--- src/rtl/voice_allocator.sv ---
// Polyphonic voice allocator: scans all slots per message, then commits
// one write into the voice bank (retrigger, allocate, steal or release).
module voice_allocator #(
    parameter int NUM_VOICES = 16,
    parameter int VOICE_W    = 4,
    parameter int AGE_W      = 8,
    parameter bit STEAL_EN   = 1'b1
) (
    input  logic                  clk,
    input  logic                  rst,
    input  logic                  msg_valid,
    output logic                  msg_ready,
    input  logic                  msg_is_on,
    input  logic [3:0]            msg_chan,
    input  logic [6:0]            msg_note,
    input  logic [6:0]            msg_vel,
    output logic                  voice_we,
    output logic [VOICE_W-1:0]    voice_idx,
    output logic [6:0]            voice_note,
    output logic [6:0]            voice_vel,
    output logic                  voice_gate,
    output logic [NUM_VOICES-1:0] active_mask,
    input  logic                  irq_en,
    input  logic                  irq_clr,
    output logic                  irq,
    output logic [7:0]            drop_cnt
);

    typedef enum logic [1:0] {
        IDLE,
        SCAN,
        COMMIT
    } state_t;

    localparam logic [VOICE_W-1:0] LAST = VOICE_W'(NUM_VOICES - 1);
    localparam logic [AGE_W-1:0]   AGE_MAX = {AGE_W{1'b1}};

    state_t state_q;

    logic [VOICE_W-1:0]    scan_q;
    logic                  l_on_q;
    logic [3:0]            l_chan_q;
    logic [6:0]            l_note_q;
    logic [6:0]            l_vel_q;

    logic [3:0]            chan_q [NUM_VOICES];
    logic [6:0]            note_q [NUM_VOICES];
    logic [AGE_W-1:0]      age_q  [NUM_VOICES];
    logic [NUM_VOICES-1:0] act_q;

    logic                  m_f_q, m_f_d;
    logic [VOICE_W-1:0]    m_idx_q, m_idx_d;
    logic                  f_f_q, f_f_d;
    logic [VOICE_W-1:0]    f_idx_q, f_idx_d;
    logic                  o_f_q, o_f_d;
    logic [VOICE_W-1:0]    o_idx_q, o_idx_d;
    logic [AGE_W-1:0]      o_age_q, o_age_d;

    logic                  ready_q;
    logic                  we_q;
    logic                  drop_q;
    logic [VOICE_W-1:0]    idx_q;
    logic [6:0]            vnote_q;
    logic [6:0]            vvel_q;
    logic                  gate_q;
    logic                  irq_q;
    logic [7:0]            drop_cnt_q;

    logic                  hit;
    logic                  last;
    logic                  wr;
    logic                  drop;
    logic [VOICE_W-1:0]    tgt;

    assign msg_ready   = ready_q;
    assign voice_we    = we_q;
    assign voice_idx   = idx_q;
    assign voice_note  = vnote_q;
    assign voice_vel   = vvel_q;
    assign voice_gate  = gate_q;
    assign active_mask = act_q;
    assign irq         = irq_q;
    assign drop_cnt    = drop_cnt_q;

    assign last = (state_q == SCAN) && (scan_q == LAST);

    // Fold the slot under the scan pointer into the running records
    always_comb begin
        hit = act_q[scan_q]
            && (chan_q[scan_q] == l_chan_q)
            && (note_q[scan_q] == l_note_q);
        m_f_d   = m_f_q;
        m_idx_d = m_idx_q;
        f_f_d   = f_f_q;
        f_idx_d = f_idx_q;
        o_f_d   = o_f_q;
        o_idx_d = o_idx_q;
        o_age_d = o_age_q;
        if (hit && !m_f_q) begin
            m_f_d   = 1'b1;
            m_idx_d = scan_q;
        end
        if (!act_q[scan_q] && !f_f_q) begin
            f_f_d   = 1'b1;
            f_idx_d = scan_q;
        end
        if (act_q[scan_q] && (!o_f_q || age_q[scan_q] > o_age_q)) begin
            o_f_d   = 1'b1;
            o_idx_d = scan_q;
            o_age_d = age_q[scan_q];
        end
    end

    always_comb begin
        wr   = 1'b0;
        drop = 1'b0;
        tgt  = '0;
        if (l_on_q) begin
            if (m_f_d) begin
                wr  = 1'b1;
                tgt = m_idx_d;
            end else if (f_f_d) begin
                wr  = 1'b1;
                tgt = f_idx_d;
            end else begin
                drop = 1'b1;
                if (STEAL_EN) begin
                    wr  = 1'b1;
                    tgt = o_idx_d;
                end
            end
        end else if (m_f_d) begin
            wr  = 1'b1;
            tgt = m_idx_d;
        end
    end

    always_ff @(posedge clk) begin
        if (rst) begin
            state_q    <= IDLE;
            scan_q     <= '0;
            l_on_q     <= 1'b0;
            l_chan_q   <= '0;
            l_note_q   <= '0;
            l_vel_q    <= '0;
            act_q      <= '0;
            m_f_q      <= 1'b0;
            m_idx_q    <= '0;
            f_f_q      <= 1'b0;
            f_idx_q    <= '0;
            o_f_q      <= 1'b0;
            o_idx_q    <= '0;
            o_age_q    <= '0;
            ready_q    <= 1'b1;
            we_q       <= 1'b0;
            drop_q     <= 1'b0;
            idx_q      <= '0;
            vnote_q    <= '0;
            vvel_q     <= '0;
            gate_q     <= 1'b0;
            irq_q      <= 1'b0;
            drop_cnt_q <= '0;
            for (int i = 0; i < NUM_VOICES; i++) begin
                chan_q[i] <= '0;
                note_q[i] <= '0;
                age_q[i]  <= '0;
            end
        end else begin
            we_q   <= 1'b0;
            drop_q <= 1'b0;
            // A new event outranks a clear landing on the same edge
            if (irq_en && (we_q || drop_q)) begin
                irq_q <= 1'b1;
            end else if (irq_clr) begin
                irq_q <= 1'b0;
            end
            unique case (state_q)
                IDLE: begin
                    if (msg_valid) begin
                        state_q  <= SCAN;
                        ready_q  <= 1'b0;
                        scan_q   <= '0;
                        l_on_q   <= msg_is_on && (msg_vel != 7'd0);
                        l_chan_q <= msg_chan;
                        l_note_q <= msg_note;
                        l_vel_q  <= msg_vel;
                        m_f_q    <= 1'b0;
                        f_f_q    <= 1'b0;
                        o_f_q    <= 1'b0;
                        m_idx_q  <= '0;
                        f_idx_q  <= '0;
                        o_idx_q  <= '0;
                        o_age_q  <= '0;
                    end
                end
                SCAN: begin
                    scan_q  <= scan_q + VOICE_W'(1);
                    m_f_q   <= m_f_d;
                    m_idx_q <= m_idx_d;
                    f_f_q   <= f_f_d;
                    f_idx_q <= f_idx_d;
                    o_f_q   <= o_f_d;
                    o_idx_q <= o_idx_d;
                    o_age_q <= o_age_d;
                    if (last) begin
                        state_q <= COMMIT;
                        if (wr) begin
                            we_q    <= 1'b1;
                            idx_q   <= tgt;
                            vnote_q <= l_note_q;
                            vvel_q  <= l_vel_q;
                            gate_q  <= l_on_q;
                            if (l_on_q) begin
                                for (int i = 0; i < NUM_VOICES; i++) begin
                                    if (VOICE_W'(i) == tgt) begin
                                        age_q[i] <= '0;
                                    end else if (act_q[i] && age_q[i] != AGE_MAX) begin
                                        age_q[i] <= age_q[i] + AGE_W'(1);
                                    end
                                end
                                act_q[tgt]  <= 1'b1;
                                chan_q[tgt] <= l_chan_q;
                                note_q[tgt] <= l_note_q;
                            end else begin
                                act_q[tgt] <= 1'b0;
                                age_q[tgt] <= '0;
                            end
                        end
                        if (drop) begin
                            drop_q <= 1'b1;
                            if (drop_cnt_q != 8'hFF) begin
                                drop_cnt_q <= drop_cnt_q + 8'd1;
                            end
                        end
                    end
                end
                COMMIT: begin
                    state_q <= IDLE;
                    ready_q <= 1'b1;
                end
                default: begin
                    state_q <= IDLE;
                    ready_q <= 1'b1;
                end
            endcase
        end
    end

endmodule
--- config.mk ---
export PLATFORM = sky130hd
export DESIGN_NAME = voice_allocator
export DESIGN_NICKNAME = d
export VERILOG_FILES = /design/src/rtl/voice_allocator.sv
export SDC_FILE = /design/constraint.sdc
export NUM_CORES = 1
export LEC_CHECK = 0
export BUFFER_PORTS_ARGS = -buffer_cell sky130_fd_sc_hd__buf_2
export CAP_MARGIN = 10
export CORE_UTILIZATION = 54
export DETAILED_ROUTE_END_ITERATION = 6
export PLACE_DENSITY = 0.76
export SYNTH_ARGS = -nofsm -noshare
export SYNTH_HDL_FRONTEND = slang
export SYNTH_SLANG_ARGS = --single-unit
--- constraint.sdc ---
create_clock -name clk -period 7.4 [get_ports clk]
set_input_delay 1.48 -clock clk [delete_from_list [all_inputs] [get_ports clk]]
set_output_delay 1.48 -clock clk [all_outputs]
set_load 0.03 [all_outputs]
# Word level (Yosys, flattened, before mapping)
# Memory sizes are Yosys's and may differ from the RTL's. A register that Yosys moved wholly into a read port is not among the register bits.
# Cells that the tools add are included.
[classes] add_sub_neg=18 n_mul=0 n_div=0 n_lt_le_gt_ge=4 eq_ne=39 shifts=0 mux=341 bitwise=37 n_reduce_logical=47
[op_table] op="2-to-1 mux 8 bit" n=35
[op_table] op="2-to-1 mux 1 bit" n=272
[op_table] op="adder 8 x 1 -> 8 bit, second input constant" n=17
[op_table] op="!= test 8 bit, second input constant" n=17
[op_table] op="2-to-1 mux 4 bit" n=18
[op_table] op="== test 4 bit, first input constant" n=8
[op_table] op="bitwise OR 1 bit" n=32
[op_table] op="case mux 4 bit (2 select lines)" n=4
[op_table] op="logical AND 1 bit" n=25
[op_table] op="bitwise AND 16 bit" n=1
[op_table] op="== test 3 x 4 -> 1 bit, first input constant" n=4
[op_table] op="2-to-1 mux 16 bit" n=1
[op_table] op="NOT 16 bit" n=1
[op_table] op="bitwise OR 16 bit" n=1
[op_table] op="case mux 8 bit (2 select lines)" n=1
[op_table] op="less-than comparator 4 x 5 -> 1 bit, second input constant" n=2
[op_table] op="== test 2 x 4 -> 1 bit, first input constant" n=2
[op_table] op="> comparator 8 bit" n=1
[op_table] op="case mux 1 bit (2 select lines)" n=4
[op_table] op="AND reduction 2 bit" n=4
[op_table] op="OR reduction 8 bit" n=1
[op_table] op="== test 7 bit" n=1
[op_table] op="2-to-1 mux 7 bit" n=1
[op_table] op="nonzero test 7 bit" n=1
[op_table] op="23 further kinds" n=32
[totals] ff_bits=95 latchBits=0 ram_bits=304 mem_bits_ro=0 input_bits=24 out_inout_bits=46 word_cells=512 n_memories=3
[mem_list] name="age_q" words=16 width=8 rd=17 rd_clocked_by_memory_dff=1 write_ports=16 line="48" text="logic [AGE_W-1:0] age_q [NUM_VOICES];"
[mem_list] name="note_q" words=16 width=7 rd=1 rd_clocked_by_memory_dff=1 write_ports=16 line="47" text="logic [6:0] note_q [NUM_VOICES];"
[mem_list] name="chan_q" words=16 width=4 rd=1 rd_clocked_by_memory_dff=1 write_ports=16 line="46" text="logic [3:0] chan_q [NUM_VOICES];"

# Logic depth before layout (Yosys ltp)
[logic_depth] word_depth=19 ltp_mapped=23 depth_no_buf=15

# Least setup slack after synthesis
# Ideal clock, no wire load.
[synth_path] path_type="register to register" startpoint="reg with a tool-made name" endpoint="mem chan_q[3][0] (enable)" setup_time_ps=394 arrival_ps=6257 required_time_ps=7006 slack_ps=748 stages_incl_launch_ff=21 path_buffers=7 period_less_slack_ps=6652 path_cell_list="dfxtp_1 -> clkbuf_1 -> buf_2 -> buf_1 -> clkbuf_1 -> clkbuf_1 -> mux4_2 -> mux4_2 -> ha_1 -> nor2b_1 -> o211ai_1 -> a21oi_1 -> nor3_1 -> mux2_2 -> o211ai_1 -> a21oi_1 -> a221oi_4 -> nand4_1 -> buf_2 -> buf_2 -> o21ai_0"
[synth_rtl] element="to (decl)" line="46"

==> summary.txt <==
Finish-stage setup viols -> 0
Die Y -> 199 µm
Layout cells sized above 1 -> 0.154
Relative slew slack -> 0.284
Via/cell ratio -> 6.56
Die ar. -> 0.0398 mm²
Async set or reset register ratio after synthesis -> 0
Crit. End Element -> flip-flop
FF-to-FF End -> note_q[13][4]$_SDFFCE_PN0P_
Sequential power share -> 0.492
Grt ovf -> 0
Place WS -> 1.05 ns
Die width -> 199 µm
Unrepaired setup endpoints after global routing -> false
Reg2reg path depth -> 14
Global Route Usage Sum -> 0.310
Hold WC Path Type -> flip-flop to flip-flop
Netlist Area Pre-Place -> 0.0211 mm²
Crit Path Max Fanout -> 33
Hold_sp -> o_age_q[5]$_SDFFE_PP0P_
Worst Skew -> 0.0304 ns
Layout area overhead -> 10.5%
Yosys reg bits -> 403
Hpwl dp -> 42.1 mm
Fin. Hold Viols -> 0
Root Driver -> clkbuf_16
GR Util met2 -> 0.509
Post-layout nets -> 2,223
Sequential area share after synthesis -> 0.467
Leakage -> 8.10 nW
WS Path Type -> flip-flop to flip-flop
Clk buf depth -> 3
Internal Power -> 3.86 mW
Synthesized area per cell -> 9.74 µm²
Gate power share -> 0.057
Crit path launch type -> flip-flop
DRC violations left -> 0
Port bufs -> 69
Fmax -> 0.155 GHz
VDD IR max -> 0.154 mV
Max Cap Viol -> 0
Status -> finished clean
Cells after synthesis -> 2,161
Pwr per Cell Area -> 218 mW/mm²
Dpl cells -> 2,639
CTS tree -> done
TNS Setup -> 0 ns
Inserted Diodes -> 0
Worst Path Arrival -> 6.64 ns
Clk_lat worst skew -> 0.57 ns
I/O pins -> 70
Initial Util -> 0.554
GP Congestion -> 1.01
R2R setup slack -> 0.96 ns
Largest net degree at the start of global routing -> 83
Initial antenna violation count -> 1
Crit path required time -> 7.60 ns
DR pass1 iterations -> 5
First-pass GRT wire length -> 94.0 mm
Fin cells -> 2,718
Max Transition Viols Final -> 0
Setup ws final -> 0.959 ns
Post-cts sizing count -> 0
WL final -> 61.2 mm
Clk pwr share -> 0.452
Synthesis warning total -> 0
Post-synth EDFFs -> 176
Hold_buf cts -> 0
Final min period -> 6.44 ns
Site Rows -> 71
Switching power -> 1.22 mW
Wire length per cell -> 22.5 µm
Clk sink count -> 403
Hold path cells -> 2
Post-synth top flop -> dfxtp_1
Worst Hold End -> o_age_q[5]$_SDFFE_PP0P_
Met3 GRT Util -> 0.0528
Clk slew on worst S/H paths -> 0.07 ns
Sw frac -> 0.240
Post-CTS setup buffer count -> 0
Most common cell after layout, fill and taps aside -> nand2_1
Post-DRT Antenna Nets -> 0
Post-synth cell types -> 87
Initial drt markers -> 1,732
H-tree Lvls -> 2
Routed via count -> 17,800
Most frequent cells in the layout -> nand2_1 (296), dfxtp_1 (224), edfxtp_1 (176), nor2_1 (149), a21oi_1 (130)
Worst-Margin Slew -> 1.07 ns
Final period utilization -> 0.870
Core ar. -> 0.0380 mm²
CTS buffer count -> 43
Vias in the first global route -> 16,800
GR met1 Demand/Resource -> 0.379
GR peak layer -> met2
Syn nets -> 2,211
## worst max-delay path by stage
| stage | endpoint | slack (ns) |
|---|---|---|
| 6_report | note_q[13][4]$_SDFFCE_PN0P_ | 0.96 |
| 5_1_grt | chan_q[13][1]$_SDFFCE_PN0P_ | 0.50 |
| 4_1_cts | note_q[13][3]$_SDFFCE_PN0P_ | 0.99 |
| 3_5_place_dp | chan_q[13][2]$_SDFFCE_PN0P_ | 1.05 |
| 3_3_place_gp | note_q[13][1]$_SDFFCE_PN0P_ | 1.22 |
| 2_1_floorplan | chan_q[3][0]$_SDFFCE_PN0P_ | 0.75 |
## registers in the layout, indices dropped and copies added, names as in the netlist, 8 cells and up, named ones only
name	flops
age_q	128
chan_q	64
drop_cnt	8
note_q	112
o_age_q	8
## layer usage
layer,vias up,part of all wire
met5,-,0
met4,0,0.064
met3,237,0.093
met2,936,0.48
met1,8626,0.37
li1,8023,-
## through the flow
step	utilization	cell area, µm²	hold WS, ns	power [mW]
3_5_place_dp	0.572	21700	0.445	2.82
3_3_place_gp	0.572	21700	0.439	2.81
2_1_floorplan	-	21100	0.432	2.70
4_1_cts	0.612	23300	0.454	5.08
5_1_grt	0.612	23300	0.471	5.20
6_report	0.612	23300	0.453	5.08
## worst max-delay path, stage by stage, from the launching register on
cell	delay (ns)
dfxtp_2	1.00
mux4_2	0.62
mux4_2	0.51
ha_1	0.32
a21oi_1	0.14
o21ai_0	0.11
o21a_1	0.14
nor3_1	0.46
mux2_2	0.26
o211ai_1	0.08
a21oi_1	0.29
a221o_1	0.53
nand4_2	0.66
or2_2	0.55
nand2_1	0.39
## cell usage after synthesis (12+ instances only)
cell type	instances	area share
mux4_2	68	0.073
mux2i_1	43	0.020
ha_1	26	0.015
a31oi_1	77	0.023
and3_1	58	0.017
inv_1	42	0.0075
o21ai_0	64	0.015
nor2b_1	18	0.0053
nand2b_1	17	0.0051
mux2_2	27	0.014
o31ai_1	18	0.0064
nor2_1	149	0.027
clkbuf_1	101	0.018
edfxtp_1	176	0.25
buf_2	24	0.0057
dfxtp_1	227	0.22
o211ai_1	31	0.011
nor3_1	86	0.020
nand4_1	33	0.0098
and2_1	96	0.029
nand3_1	119	0.028
or2_2	16	0.0048
nand2_1	297	0.053
o22ai_1	12	0.0036
a21oi_1	130	0.031
## power groups by stage
stage	Clock, mW	Combinational [mW]	Sequential [mW]
after floorplan	0	0.216	2.49
after global placement	0	0.271	2.54
after detailed placement	0	0.280	2.54
after CTS	2.30	0.284	2.49
after global routing	2.39	0.309	2.50
final	2.29	0.287	2.50
## cell type report
cell class,instances,area [µm²]
Timing Repair Buffer,116,713
Inverter,44,165
Clock buffer,60,1310
Tap cell,511,639
Sequential cell,403,9840
Fill cell,3140,14800
Multi-Input combinational cell,1565,10400
Clock inverter,19,208
## kinds of logic after synthesis
family | count (synthesis) | share of synthesized area
compound gates | 421 | 0.131
xor+xnor | 18 | 0.00785
fa+ha+maj | 26 | 0.0155
buf+inv | 193 | 0.0410
flops | 403 | 0.467
mux | 144 | 0.112
simple gates | 956 | 0.226
(Power assumes the default switching activity.)
